--- src/rtl/fft_loader.sv ---
// Input-side loader for the FFT core: packs streamed complex samples into SRAM words,
// then hands the SRAM to the core and holds o_working until the core reports completion.
module fft_loader #(
    parameter int unsigned SAMPLE_W = 32,
    parameter int unsigned LANES    = 4,
    parameter int unsigned ADDR_W   = 8
) (
    input  logic                      clk,
    input  logic                      rstn,
    input  logic                      i_start,
    input  logic [2:0]                i_point_config,
    input  logic                      s_valid,
    output logic                      s_ready,
    input  logic [SAMPLE_W-1:0]       s_data,
    output logic [ADDR_W-1:0]         o_waddress,
    output logic [LANES*SAMPLE_W-1:0] o_wdata,
    output logic                      o_write_enable,
    output logic                      o_sram_sel,
    output logic                      o_working,
    output logic [2:0]                o_point_config,
    input  logic                      i_fft_done,
    output logic                      o_busy,
    output logic                      o_done
);

    localparam int unsigned LaneW     = $clog2(LANES);
    localparam int unsigned WordW     = LANES * SAMPLE_W;
    // Smallest frame (16 points) expressed in words.
    localparam int unsigned WordsBase = 16 / LANES;

    typedef enum logic [1:0] {StIdle, StLoad, StFlush, StRun} state_e;

    state_e              state_q, state_d;
    logic [LaneW-1:0]    lane_cnt_q, lane_cnt_d;
    logic [ADDR_W-1:0]   word_cnt_q, word_cnt_d;
    logic [WordW-1:0]    pack_q, pack_d;
    logic [ADDR_W-1:0]   waddr_q, waddr_d;
    logic [WordW-1:0]    wdata_q, wdata_d;
    logic                we_q, we_d;
    logic                sram_sel_q, sram_sel_d;
    logic                working_q, working_d;
    logic                done_q, done_d;
    logic [2:0]          cfg_q, cfg_d;

    logic                xfer;
    logic [2:0]          cfg_clamped;
    logic [ADDR_W:0]     frame_words;
    logic [ADDR_W-1:0]   last_addr;

    assign s_ready     = (state_q == StLoad);
    assign xfer        = s_valid && s_ready;
    assign cfg_clamped = (i_point_config == 3'd7) ? 3'd6 : i_point_config;
    assign frame_words = (ADDR_W+1)'(WordsBase) << cfg_q;
    assign last_addr   = ADDR_W'(frame_words - 1'b1);

    always_comb begin
        state_d    = state_q;
        lane_cnt_d = lane_cnt_q;
        word_cnt_d = word_cnt_q;
        pack_d     = pack_q;
        waddr_d    = waddr_q;
        wdata_d    = wdata_q;
        we_d       = 1'b0;
        sram_sel_d = sram_sel_q;
        working_d  = working_q;
        done_d     = 1'b0;
        cfg_d      = cfg_q;

        unique case (state_q)
            StIdle: begin
                // A start arriving alongside the done pulse belongs to the old frame.
                if (i_start && !done_q) begin
                    cfg_d      = cfg_clamped;
                    lane_cnt_d = '0;
                    word_cnt_d = '0;
                    pack_d     = '0;
                    sram_sel_d = 1'b1;
                    state_d    = StLoad;
                end
            end
            StLoad: begin
                if (xfer) begin
                    pack_d[lane_cnt_q*SAMPLE_W +: SAMPLE_W] = s_data;
                    lane_cnt_d = lane_cnt_q + 1'b1;
                    if (lane_cnt_q == LaneW'(LANES-1)) begin
                        wdata_d    = pack_d;
                        waddr_d    = word_cnt_q;
                        we_d       = 1'b1;
                        word_cnt_d = word_cnt_q + 1'b1;
                        if (word_cnt_q == last_addr) begin
                            state_d = StFlush;
                        end
                    end
                end
            end
            StFlush: begin
                sram_sel_d = 1'b0;
                working_d  = 1'b1;
                state_d    = StRun;
            end
            StRun: begin
                if (i_fft_done) begin
                    working_d = 1'b0;
                    done_d    = 1'b1;
                    state_d   = StIdle;
                end
            end
            default: state_d = StIdle;
        endcase
    end

    always_ff @(posedge clk or negedge rstn) begin
        if (!rstn) begin
            state_q    <= StIdle;
            lane_cnt_q <= '0;
            word_cnt_q <= '0;
            pack_q     <= '0;
            waddr_q    <= '0;
            wdata_q    <= '0;
            we_q       <= 1'b0;
            sram_sel_q <= 1'b0;
            working_q  <= 1'b0;
            done_q     <= 1'b0;
            cfg_q      <= '0;
        end else begin
            state_q    <= state_d;
            lane_cnt_q <= lane_cnt_d;
            word_cnt_q <= word_cnt_d;
            pack_q     <= pack_d;
            waddr_q    <= waddr_d;
            wdata_q    <= wdata_d;
            we_q       <= we_d;
            sram_sel_q <= sram_sel_d;
            working_q  <= working_d;
            done_q     <= done_d;
            cfg_q      <= cfg_d;
        end
    end

    assign o_waddress     = waddr_q;
    assign o_wdata        = wdata_q;
    assign o_write_enable = we_q;
    assign o_sram_sel     = sram_sel_q;
    assign o_working      = working_q;
    assign o_point_config = cfg_q;
    assign o_busy         = (state_q != StIdle);
    assign o_done         = done_q;

endmodule

--- config.mk ---
export PLATFORM = sky130hd
export DESIGN_NAME = fft_loader
export DESIGN_NICKNAME = d
export VERILOG_FILES = /design/src/rtl/fft_loader.sv
export SDC_FILE = /design/constraint.sdc
export NUM_CORES = 1
export LEC_CHECK = 0
export CAP_MARGIN = 40
export CORE_UTILIZATION = 30
export CTS_BUF_LIST = sky130_fd_sc_hd__clkbuf_8
export DETAILED_ROUTE_END_ITERATION = 6
export GPL_TIMING_DRIVEN = 1
export PLACE_DENSITY = 0.47
export SLEW_MARGIN = 30
export SYNTH_ARGS = -nofsm -noshare
export SYNTH_HDL_FRONTEND = slang
export SYNTH_SLANG_ARGS = --single-unit
--- constraint.sdc ---
create_clock -name clk -period 3.3 [get_ports clk]
set_input_delay 0.66 -clock clk [delete_from_list [all_inputs] [get_ports clk]]
set_output_delay 0.66 -clock clk [all_outputs]
set_load 0.1 [all_outputs]
==> metrics.cfg <==
[run_status]
status=finished, final reports clean

[worst_setup_path]
crit_family=buffers and inverters
crit_buf_inv=2
cp_max_fo=14
slowest_delay_ns=0.51
start_kind=register
cp.required_ns=2.64
end_kind=output port
worstSetupPathType=register to output port
cp_slowest_cell=ha_1
critical_path_arrival_ns=2.08
cp_cell_sequence=inv_1 > ha_1 > buf_4

[detailed_routing]
ant_nets=0
drc=0
drt_iter0_markers=647
drt-total-wl_um=37000
vias_per_cell=5.25
post_drt_wl_per_cell_um=21.0
first_pass_iters=5
vias=9230

[floorplan]
num_rows=71
dieArea_mm2=0.0397
die_y_um=199
start_util_pct=30.7
coreArea_mm2=0.0380
pin_count=185
die_w_um=199

[layout]
layout_commonest_cell=dfrtp_1
fin_nets=1267
ff_latch_area_mm2=0.00708
layout-drive-gt1-share_pct=22.0
layout_common_cells=283 x dfrtp_1, 266 x nor2_1, 170 x buf_4
n_antenna_cell=0
synthToLayoutAreaGrowth_pct=27.4
multi_input_area_mm2=0.00416
fillCellCount=3810

[clock_tree]
cts.clk_slew.worst_paths_ns=0.06
clock_latency_ns=0.64
cts_max_path_buffers=3
holdBufCountCts=0
post-cts-setup-buffer-count=0
clock-sinks=283
root_buffer=clkbuf_8
cts_tree=done
cts.htree.levels=2
cts_buffers=51
cts_resized=0

[timing]
slew_violations=0
fin_skew_ns=0.0402
hold_viol=0
tightest_slew_ns=0.798
period_needed_ns=2.74
slew_headroom_pct=46.2
setup_viol=0
fmax_mhz=366
tns_ns=0
fin_crit_sh_pct=82.9
grt_setup_unrepaired=false

[logic_synthesis]
synth_fp_nets=1111
yosys_warnings=0
async_flop_share_pct=100
yosys-top-cells-area=dfrtp_1 61%, a221oi_1 9.7%, a22o_1 9.6%
ys_ff_latch=283
synth_top_area_cell=dfrtp_1
syn_inst=1059
ys.flop_type=dfrtp_1
synth_edf_count=0
netlist.area_leader.share_pct=60.6
syn-mean-instance-area_um2=11.0
seq_area_frac_synth_pct=60.6
syn_area_mm2=0.0117
yosysUniqueCellTypes=39

[placed_design]
hpwl_um=22800
place_congestion=0.712
portBuffers=184

[power]
p_leak_nw=7.26
p_total_mw=16.0
peakVddDrop_mv=0.564
pwr_density_cell_mw_per_mm2=1070

[grt]
grt_usage_pct=18.9
first_global_vias=9085
antenna_found_initial=0
grt_max_degree=102
overflow=0
grt_pass1_wl_um=56600

[min_path]
hold_path.class=primary input to async pin

[run]
cap_violations=0

## registers in the layout, indices dropped and copies added, names as in the netlist
| register | cells |
|---|---|
| o_waddress | 8 |
| o_done | 1 |
| o_wdata | 128 |
| o_working | 1 |
| o_point_config | 3 |
| o_write_enable | 1 |
| o_sram_sel | 1 |
| lane_cnt_q | 2 |
| pack_q | 128 |
| state_q | 2 |
| word_cnt_q | 8 |
## cells in the mapped netlist, drive strengths merged, types with 3 or more instances
cell type / number
a21oi: 5
a221oi: 129
a22o: 128
and2: 3
buf: 56
clkbuf: 64
dfrtp: 283
ha: 12
inv: 16
mux2i: 4
nand2: 30
nand3: 6
nand4: 3
nor2: 266
nor2b: 5
nor4: 3
o21ai: 12
o22ai: 3
or4: 4
xor2: 6
## cells by family after synthesis
group	Yosys count	share of synthesized area, %
and+or+nand+nor	326	11.3
AOI/OAI and AO/OA	288	21.0
DFF	283	60.6
buffers and inverters	136	4.70
adders and majority gates	12	1.29
xor gates and xnor gates	8	0.600
muxes	6	0.536
## routing by layer
layer / wire length [µm] / up-vias / GRT usage, %
met4: 728 / 0 / 6.07
met5: 0 / - / 0
met1: 17500 / 4719 / 27.3
li1: - / 4155 / -
met2: 16700 / 304 / 28.3
met3: 2080 / 52 / 3.46
## metrics by stage
stage	worst slack (ns)	area, µm²	hold slack [ns]	std cells	utilization [%]
finish	0.564	14900	0.0562	1759	39.1
global route	0.416	14900	0.0736	1759	39.1
CTS	0.504	14900	0.0405	1759	39.1
detailed placement	0.571	13900	0.467	1673	36.6
global placement	0.484	13800	0.463	1669	36.3
floorplan	0.571	11700	0.364	1059	-
## worst paths after layout
path	start	end	slack, ns	cells past startpoint
min	rstn	o_point_config[2]	0.06	1
min reg2reg	o_waddress[2]	o_waddress[2]	0.48	2
min in group clk	o_waddress[2]	o_waddress[2]	0.48	2
max	state_q[1]	s_ready	0.56	3
max reg2reg	lane_cnt_q[0]	pack_q[63]	0.78	8
max in group asynchronous	rstn	pack_q[16]	2.34	3
## cell type report
cell class	instances	share of cell area [%]
Inverter	16	0.421
Tap cell	511	4.30
Clock buffer	61	5.64
Clock inverter	25	0.807
Timing Repair Buffer	223	13.2
Multi-Input combinational cell	640	28.0
Sequential cell	283	47.6
## power breakdown
part | switching, mW | internal [mW]
registers | 0.560 | 4.21
logic | 6.35 | 1.71
clock network | 1.49 | 1.66
(Power assumes the default switching activity.)
